--- config.mk ---
export PLATFORM = sky130hd
export DESIGN_NAME = mc_controller
export DESIGN_NICKNAME = d
export VERILOG_FILES = /design/src/rtl/mc_controller.sv
export SDC_FILE = /design/constraint.sdc
export NUM_CORES = 1
export LEC_CHECK = 0
export BUFFER_PORTS_ARGS = -buffer_cell sky130_fd_sc_hd__buf_2
export CAP_MARGIN = 20
export CORE_MARGIN = 2
export CORE_UTILIZATION = 40
export DETAILED_ROUTE_END_ITERATION = 8
export PLACE_DENSITY = 0.74
export SLEW_MARGIN = 20
export SYNTH_ARGS = -nofsm -noshare
export SYNTH_HDL_FRONTEND = slang
export SYNTH_SLANG_ARGS = --single-unit
--- constraint.sdc ---
create_clock -name clk -period 2.25 [get_ports clk]
set_input_delay 0.1125 -clock clk [delete_from_list [all_inputs] [get_ports clk]]
set_output_delay 0.1125 -clock clk [all_outputs]
set_load 0.03 [all_outputs]
--- src/rtl/mc_controller.sv ---
`default_nettype none
// +----------------------------------------------------------------------------+
// | Module      : mc_controller                                                |
// | Description : Moore sequencer for the multicycle MIPS-style core. Decodes  |
// |               the latched instruction and drives all datapath selects and  |
// |               write enables, one state per cycle.                          |
// | Options     : define MC_BLT_EN to decode op 000101 as blt (branch when     |
// |               negdiff); otherwise that opcode is illegal.                  |
// | Revision    : 1.0 - initial release                                        |
// +----------------------------------------------------------------------------+
module mc_controller (
    input  logic       clk,
    input  logic       reset,
    input  logic [5:0] op,
    input  logic [5:0] funct,
    input  logic       zero,
    input  logic       negdiff,
    output logic       iord,
    output logic       memwrite,
    output logic       irwrite,
    output logic       regdst,
    output logic       memtoreg,
    output logic       regwrite,
    output logic [1:0] alusrca,
    output logic [2:0] alusrcb,
    output logic [3:0] alucontrol,
    output logic [1:0] pcsrc,
    output logic       pcen,
    output logic       illegal,
    output logic       instret
);

    localparam logic [5:0] C_OP_R    = 6'b000000;
    localparam logic [5:0] C_OP_J    = 6'b000010;
    localparam logic [5:0] C_OP_BEQ  = 6'b000100;
    localparam logic [5:0] C_OP_BLT  = 6'b000101;
    localparam logic [5:0] C_OP_ADDI = 6'b001000;
    localparam logic [5:0] C_OP_LUI  = 6'b001111;
    localparam logic [5:0] C_OP_LI   = 6'b001101;
    localparam logic [5:0] C_OP_LW   = 6'b100011;
    localparam logic [5:0] C_OP_SW   = 6'b101011;

    localparam logic [3:0] C_ALU_AND = 4'b0000;
    localparam logic [3:0] C_ALU_OR  = 4'b0001;
    localparam logic [3:0] C_ALU_ADD = 4'b0010;
    localparam logic [3:0] C_ALU_SUB = 4'b0110;
    localparam logic [3:0] C_ALU_SLT = 4'b0111;
    localparam logic [3:0] C_ALU_SLL = 4'b1000;

    typedef enum logic [3:0] {
        S_FETCH  = 4'd0,
        S_DECODE = 4'd1,
        S_MEMADR = 4'd2,
        S_MEMRD  = 4'd3,
        S_MEMWB  = 4'd4,
        S_MEMWR  = 4'd5,
        S_EXEC   = 4'd6,
        S_ALUWB  = 4'd7,
        S_BRANCH = 4'd8,
        S_IMMEX  = 4'd9,
        S_UPEX   = 4'd10,
        S_IMMWB  = 4'd11,
        S_JUMP   = 4'd12
    } state_t;

    state_t     r_state;
    state_t     w_next;
    logic       w_pcwrite;
    logic       w_branch;
    logic       w_taken;
    logic [3:0] w_funct_alu;
    logic       w_funct_ok;

`ifdef MC_BLT_EN
    assign w_taken = (op == C_OP_BLT) ? negdiff : zero;
`else
    logic w_unused_negdiff;
    assign w_unused_negdiff = negdiff;
    assign w_taken          = zero;
`endif

    // PC loads on unconditional writes or on a taken branch (same cycle).
    assign pcen = w_pcwrite | (w_branch & w_taken);

    // State register; reset abandons any instruction in flight immediately.
    always_ff @(posedge clk or posedge reset) begin
        if (reset) begin
            r_state <= S_FETCH;
        end else begin
            r_state <= w_next;
        end
    end

    // R-type function field to ALU operation.
    always_comb begin
        w_funct_alu = C_ALU_AND;
        w_funct_ok  = 1'b1;
        case (funct)
            6'b100000: w_funct_alu = C_ALU_ADD;
            6'b100010: w_funct_alu = C_ALU_SUB;
            6'b100100: w_funct_alu = C_ALU_AND;
            6'b100101: w_funct_alu = C_ALU_OR;
            6'b101010: w_funct_alu = C_ALU_SLT;
            6'b000000: w_funct_alu = C_ALU_SLL;
            default:   w_funct_ok  = 1'b0;
        endcase
    end

    // Next-state and per-state output decode.
    always_comb begin
        w_next     = S_FETCH;
        iord       = 1'b0;
        memwrite   = 1'b0;
        irwrite    = 1'b0;
        regdst     = 1'b0;
        memtoreg   = 1'b0;
        regwrite   = 1'b0;
        alusrca    = 2'd0;
        alusrcb    = 3'd0;
        alucontrol = C_ALU_AND;
        pcsrc      = 2'd0;
        w_pcwrite  = 1'b0;
        w_branch   = 1'b0;
        illegal    = 1'b0;
        instret    = 1'b0;
        case (r_state)
            S_FETCH: begin
                irwrite    = 1'b1;
                alusrcb    = 3'd1;
                alucontrol = C_ALU_ADD;
                w_pcwrite  = 1'b1;
                w_next     = S_DECODE;
            end
            S_DECODE: begin
                alusrcb    = 3'd3;
                alucontrol = C_ALU_ADD;
                case (op)
                    C_OP_LW, C_OP_SW: w_next = S_MEMADR;
                    C_OP_R:           w_next = S_EXEC;
                    C_OP_BEQ:         w_next = S_BRANCH;
`ifdef MC_BLT_EN
                    C_OP_BLT:         w_next = S_BRANCH;
`endif
                    C_OP_ADDI:        w_next = S_IMMEX;
                    C_OP_LUI, C_OP_LI: w_next = S_UPEX;
                    C_OP_J:           w_next = S_JUMP;
                    default: begin
                        illegal = 1'b1;
                        w_next  = S_FETCH;
                    end
                endcase
            end
            S_MEMADR: begin
                alusrca    = 2'd1;
                alusrcb    = 3'd2;
                alucontrol = C_ALU_ADD;
                w_next     = (op == C_OP_LW) ? S_MEMRD : S_MEMWR;
            end
            S_MEMRD: begin
                iord   = 1'b1;
                w_next = S_MEMWB;
            end
            S_MEMWB: begin
                memtoreg = 1'b1;
                regwrite = 1'b1;
                instret  = 1'b1;
            end
            S_MEMWR: begin
                iord     = 1'b1;
                memwrite = 1'b1;
                instret  = 1'b1;
            end
            S_EXEC: begin
                alusrca    = 2'd1;
                alucontrol = w_funct_alu;
                illegal    = ~w_funct_ok;
                w_next     = w_funct_ok ? S_ALUWB : S_FETCH;
            end
            S_ALUWB: begin
                regdst   = 1'b1;
                regwrite = 1'b1;
                instret  = 1'b1;
            end
            S_BRANCH: begin
                alusrca    = 2'd1;
                alucontrol = C_ALU_SUB;
                pcsrc      = 2'd1;
                w_branch   = 1'b1;
                instret    = 1'b1;
            end
            S_IMMEX: begin
                alusrca    = 2'd1;
                alusrcb    = 3'd2;
                alucontrol = C_ALU_ADD;
                w_next     = S_IMMWB;
            end
            S_UPEX: begin
                alusrca    = 2'd2;
                alusrcb    = (op == C_OP_LUI) ? 3'd4 : 3'd5;
                alucontrol = C_ALU_ADD;
                w_next     = S_IMMWB;
            end
            S_IMMWB: begin
                regwrite = 1'b1;
                instret  = 1'b1;
            end
            S_JUMP: begin
                pcsrc     = 2'd2;
                w_pcwrite = 1'b1;
                instret   = 1'b1;
            end
            default: w_next = S_FETCH;
        endcase
    end

endmodule
`default_nettype wire

==> results of run 1 <==
stage by stage:
| stage | instances | setup WS, ns | util | power [mW] |
|---|---|---|---|---|
| 2_1_floorplan | 92 | 0.368 | - | 0.576 |
| 3_3_place_gp | 136 | 0.505 | 0.527 | 0.709 |
| 3_5_place_dp | 136 | 0.447 | 0.527 | 0.716 |
| 4_1_cts | 140 | 0.204 | 0.548 | 0.810 |
| 5_1_grt | 140 | 0.0280 | 0.548 | 0.871 |
| 6_report | 140 | 0.197 | 0.548 | 0.808 |
worst max-delay path, stage by stage (launching register included):
cell	delay [ns]
dfrtp_1	0.63
nand2b_1	0.24
nor3_1	0.34
nand2_1	0.15
o21bai_1	0.15
buf_2	0.21
Yosys cell counts (all sizes together):
cell and number:
a32oi 1, mux2i 1, buf 4, and3 1, nand2b 6, o31ai 2
and2 2, and4 1, o21bai 1, o21a 2, a21bo 1, or4b 1
xnor2 1, nor3b 1, and4b 1, o22ai 1, a21oi 2, or2 1
o211ai 1, a22oi 1, a211oi 1, or4 1, a211o 1, inv 3
dfrtp 4, nor3 5, xor2 1, o21ba 1, nand2 7, a21boi 1
nand3 4, or2b 1, nand4 2, nor4b 1, o211a 1, nor4 3
nor2 14, o32ai 1, o21ai 6, clkbuf 2
final cells by class:
class / instances / area [um2] / share of cell area
multi-input combinational: 79 / 492 / 0.595
timing repair buffer: 35 / 180 / 0.218
sequential: 4 / 100 / 0.121
clock buffer: 3 / 22.5 / 0.0273
tap: 16 / 20.0 / 0.0242
inverter: 3 / 11.3 / 0.0136
worst max-delay path by stage:
stage | to | slack [ns] | cells past startpoint
floorplan | alucontrol[2] | 0.37 | 3
global placement | illegal | 0.51 | 5
detailed placement | alucontrol[2] | 0.45 | 5
CTS | alucontrol[2] | 0.20 | 5
global route | alucontrol[1] | 0.03 | 5
finish | alucontrol[2] | 0.20 | 5
power breakdown:
| part | internal (mW) | switching (mW) |
|---|---|---|
| sequential | 0.0922 | 0.0793 |
| combinational | 0.192 | 0.355 |
| clock | 0.0596 | 0.0296 |
metal layers:
layer	routed length, um	part of all wire	track usage	vias up
met4	33	0.019	0.0727	0
met5	0	0	0	-
met1	778	0.46	0.248	363
met2	805	0.47	0.291	27
li1	-	-	-	404
met3	92	0.054	0.0163	4
cell families (layout without fill, tap and decap cells):
| logic type | after synthesis | in the layout |
|---|---|---|
| XOR/XNOR | 2 | 2 |
| flip-flops | 4 | 4 |
| AND/OR/NAND/NOR | 52 | 52 |
| buffers and inverters | 9 | 41 |
| multiplexers | 1 | 1 |
| AO/OA/AOI/OAI | 24 | 24 |
==> qor.yml, run 1 <==
reg2reg_depth: 4
cts-htree-levels: 1
largest_registers: "r_state: 4 flops"
cts_setup_buffers: 0
ys_ff_latch: 4
synth_top_family_by_area: "simple AND/OR/NAND/NOR gates"
die_h_um: 44.1
detailed_place_hpwl_um: 1310
synth_fa_ha_area_frac: 0
grt_pass1_vias: 656
cts_tree: "done"
yosysSeqAreaShare: 0.156
finalClockSkew_ns: 0.00863
synthCells: 92
antenna_found_initial: 0
worstPathRequired_ns: 2.14
power.leakage_nw: 0.408
drive_gt1_frac: 0.339
io_pins: 36
syn_area_per_cell_um2: 6.98
crit-reg2reg-capture: "r_state[1]"
wirelength_um: 1710
final_nets: 142
setup_tns_ns: 0
maxCapViolations: 0
worstHoldPathType: "in2async"
critPathMaxFanout: 15
peakVddDrop_v: 0.000528
vias_per_cell: 5.70
cp-start-kind: "flip-flop"
fmax_ghz: 0.487
rsz0062_at_grt: "no"
rows: 14
largest_register_ffs: 4
endpoint_kind: "primary output"
grt_max_degree: 16
synth_nets: 108
synth_largest_type_area_fraction: 0.156
syn2layout_area_growth_pct: 28.7
grtUsageTotal: 0.181
gp_congestion: 0.815
cts_resized: 0
setup_viol: 0
cts_buffers: 3
synth-compound-area-share: 0.273
drtPass1Iterations: 4
synth-xor-area-share: 0.0273
clock_path_buffers: 2
synthTopCellsByArea: "dfrtp_1, nor2_1, nand2b_1, nand2_1, nor3_1"
ys_warn_count: 0
stdcell_area_um2: 826
period_share: 0.912
core-area_um2: 1510
start_util: 0.426
cts_num_sinks: 4
ant_nets: 0
outcome: "completed"
wl_per_cell_um: 12.2
slew_violations: 0
timing.final.crit_period_ns: 2.05
grt_overflow: 0
worstMarginPinSlew_ns: 0.475
ctsHoldBuffers: 1
clock_latency_ns: 0.24
p_per_area_nw_per_um2: 978
clock-root-buffer: "clkbuf_4"
yosys.area.top_type: "dfrtp_1"
portBuffers: 34
num_vias: 798
n_antenna_cell: 0
grt_pass1_wl_um: 2750
r2r_start: "r_state[0]"
drt_iter0_markers: 12
final_common_cell: "buf_2"
ys_types: 44
top_register: "r_state"
placed_area_um2: 793
maxSlewHeadroom: 0.683
worst_ep_arrival_time_ns: 1.94
crit_type: "reg2out"
synthMuxAreaShare: 0.0156
syn_area_um2: 642
yosys.area_share.simple: 0.450
r2r_slack_ns: 0.65
path_clk_slew_ns: 0.04
die_area_um2: 1940
fill_cells: 154
whs_ns: 0.287
die_x_um: 44.1
drc: 0
finalHoldViolations: 0
startpoint: "r_state[1]"
final_cell_mix: "buf_2, nor2_1, nand2_1, nand2b_1, nor3_1"
Power figures use the tool's default switching activity.
==> run 2: changes to the inputs <==
--- a/config.mk
+++ b/config.mk
@@ -11,6 +11,7 @@
 export CORE_UTILIZATION = 40
 export DETAILED_ROUTE_END_ITERATION = 8
 export PLACE_DENSITY = 0.74
+export RECOVER_POWER = 50
 export SLEW_MARGIN = 20
 export SYNTH_ARGS = -nofsm -noshare
 export SYNTH_HDL_FRONTEND = slang
==> qor.yml, run 2 (synthesis results as in run 1) <==
outcome: "completed"
finalHoldViolations: 0  # unchanged
n_antenna_cell: 0  # unchanged
final_common_cell: "buf_2"
path_buf_inv: 1  # unchanged
fmax_ghz: 0.493  # +1.3%
p_int_mw: 0.333  # -3.2%
fin_ws_ns: 0.223  # +0.0260 ns
path_clk_slew_ns: 0.04  # about the same
critPathMaxFanout: 15  # unchanged
vias_per_cell: 5.78  # +1.4%
dr_wl_met2_um: 822  # +2.1%
detailed_place_hpwl_um: 1310  # unchanged
cts_resized: 0  # unchanged
die_x_um: 44.1  # unchanged
cp-start-kind: "flip-flop"
worst_ep_arrival_time_ns: 1.91  # -0.03 ns
p_comb_frac: 0.674  # -0.003
stdcell_area_um2: 816  # -1.2%
finalPower_mw: 0.797  # -1.3%
drt_iter0_markers: 11  # -1
num_vias: 809  # +1.4%
power.leakage_nw: 0.376  # -7.8%
wirelength_um: 1710  # +0.29%
setup_viol: 0  # unchanged
clock_path_buffers: 2  # unchanged
ant_nets: 0  # unchanged
grtUsageTotal: 0.181  # unchanged
clock-root-buffer: "clkbuf_4"
post-place-cells: 136  # unchanged
grt_pass1_vias: 656  # unchanged
worstHoldPathType: "in2async"
cts_buffers: 3  # unchanged
period_share: 0.901  # -0.0116
crit_chain: "nand2b_1, nor3_1, nand2_1, o21bai_1, buf_2"
grt_pass1_wl_um: 2750  # unchanged
critPathTopFamily: "simple AND/OR/NAND/NOR gates"
drtPass1Iterations: 4  # unchanged
crit_slowest_cell: "dfrtp_1"
grt_overflow: 0  # unchanged
endpoint_kind: "primary output"
final_cell_mix: "buf_2, nor2_1, clkbuf_1, nand2_1, nand2b_1"
fill_cells: 161  # +4.5%
wl_per_cell_um: 12.2  # +0.29%
portBuffers: 34  # unchanged
rows: 14  # unchanged
clock_latency_ns: 0.24  # about the same
power.share.clock: 0.112  # +0.002
setup_tns_ns: 0  # unchanged
ctsHoldBuffers: 1  # unchanged
grt_max_degree: 16  # unchanged
r2r_start: "r_state[0]"
utilization: 0.542  # -0.00665
cts_setup_buffers: 0  # unchanged
worstMarginPinSlew_ns: 0.459  # -0.0168 ns
antenna_found_initial: 0  # unchanged
cts_tree: "done"
fin_cells: 140  # unchanged
final_nets: 142  # unchanged
p_per_area_nw_per_um2: 977  # -0.14%
timing.final.crit_period_ns: 2.03  # -0.0260 ns
rsz0062_at_grt: "no"
highest_layer: "met4"
largest_registers: "r_state: 4 flops"
die_area_um2: 1940  # unchanged
post-place-ws_ns: 0.447  # unchanged
slew_violations: 0  # unchanged
pwr-share-seq: 0.214  # +0.002
start_util: 0.426  # unchanged
multi_input_area_um2: 492  # unchanged
syn2layout_area_growth_pct: 27.1
maxCapViolations: 0  # unchanged
maxSlewHeadroom: 0.694  # +0.0112
slowest_delay_ns: 0.61  # -0.02 ns
io_pins: 36  # unchanged
cts_num_sinks: 4  # unchanged
swShare: 0.582  # +0.00807
top_register: "r_state"
startpoint: "r_state[1]"
switchingPower_mw: 0.464  # about the same
worstPathRequired_ns: 2.14  # about the same
met1_length_um: 761  # -2.2%
whs_ns: 0.286  # -0.000930 ns
die_h_um: 44.1  # unchanged
seqCellArea_um2: 100  # unchanged
finalClockSkew_ns: 0.00807  # -0.000561 ns
met3_wirelength_um: 96  # +4.3%
core-area_um2: 1510  # unchanged
drive_gt1_frac: 0.274  # -0.0645
crit_type: "reg2out"
cts-htree-levels: 1  # unchanged
placed_area_um2: 793  # unchanged
gp_congestion: 0.815  # unchanged
drc: 0  # unchanged
largest_register_ffs: 4  # unchanged
peakVddDrop_v: 0.000513  # -2.9%
==> run 2: cell types whose count changed in the layout (fill, tap and decap cells not counted) <==
cell,delta
buf_2,-8
clkbuf_1,+8
o21ai_0,+1
o21ai_1,-1
==> run 2: final cells by class <==
cell class / count / share of cell area
Clock buffer: 3 / 0.0276
Inverter: 3 / 0.0138
Tap cell: 16 / 0.0245
Multi-Input combinational cell: 79 / 0.603
Sequential cell: 4 / 0.123
Timing Repair Buffer: 35 / 0.209
==> run 2: path summary, 6_finish.rpt <==
path	endpoint	slack [ns]	depth (start not counted)
max	alucontrol[2]	0.22	5
min	r_state[0]	0.29	3
max reg2reg	r_state[1]	0.65	4
min reg2reg	r_state[2]	0.74	1
max in group asynchronous	r_state[3]	1.81	3
min in group clk	r_state[3]	0.29	3
==> run 2: power by group through the flow <==
stage                     Clock [mW]  Sequential (mW)  Combinational [mW]
after floorplan                    0            0.111               0.465
after global placement             0            0.169               0.541
after detailed placement           0            0.170               0.546
after CTS                     0.0914            0.170               0.549
after global routing           0.101            0.182               0.578
final                         0.0890            0.171               0.537
==> run 2: metal layers <==
layer / track usage / vias to the layer above
met3: 0.0163 / 4
met2: 0.291 / 27
li1: - / 405
met1: 0.248 / 373
met5: 0 / -
met4: 0.0727 / 0
==> run 2: worst reg2reg max path: stages (launching register included) <==
cell and delay (ns):
dfrtp_1 0.52, nor4_2 0.33, nand2b_1 0.10, or4b_1 0.47, nand4_1 0.10
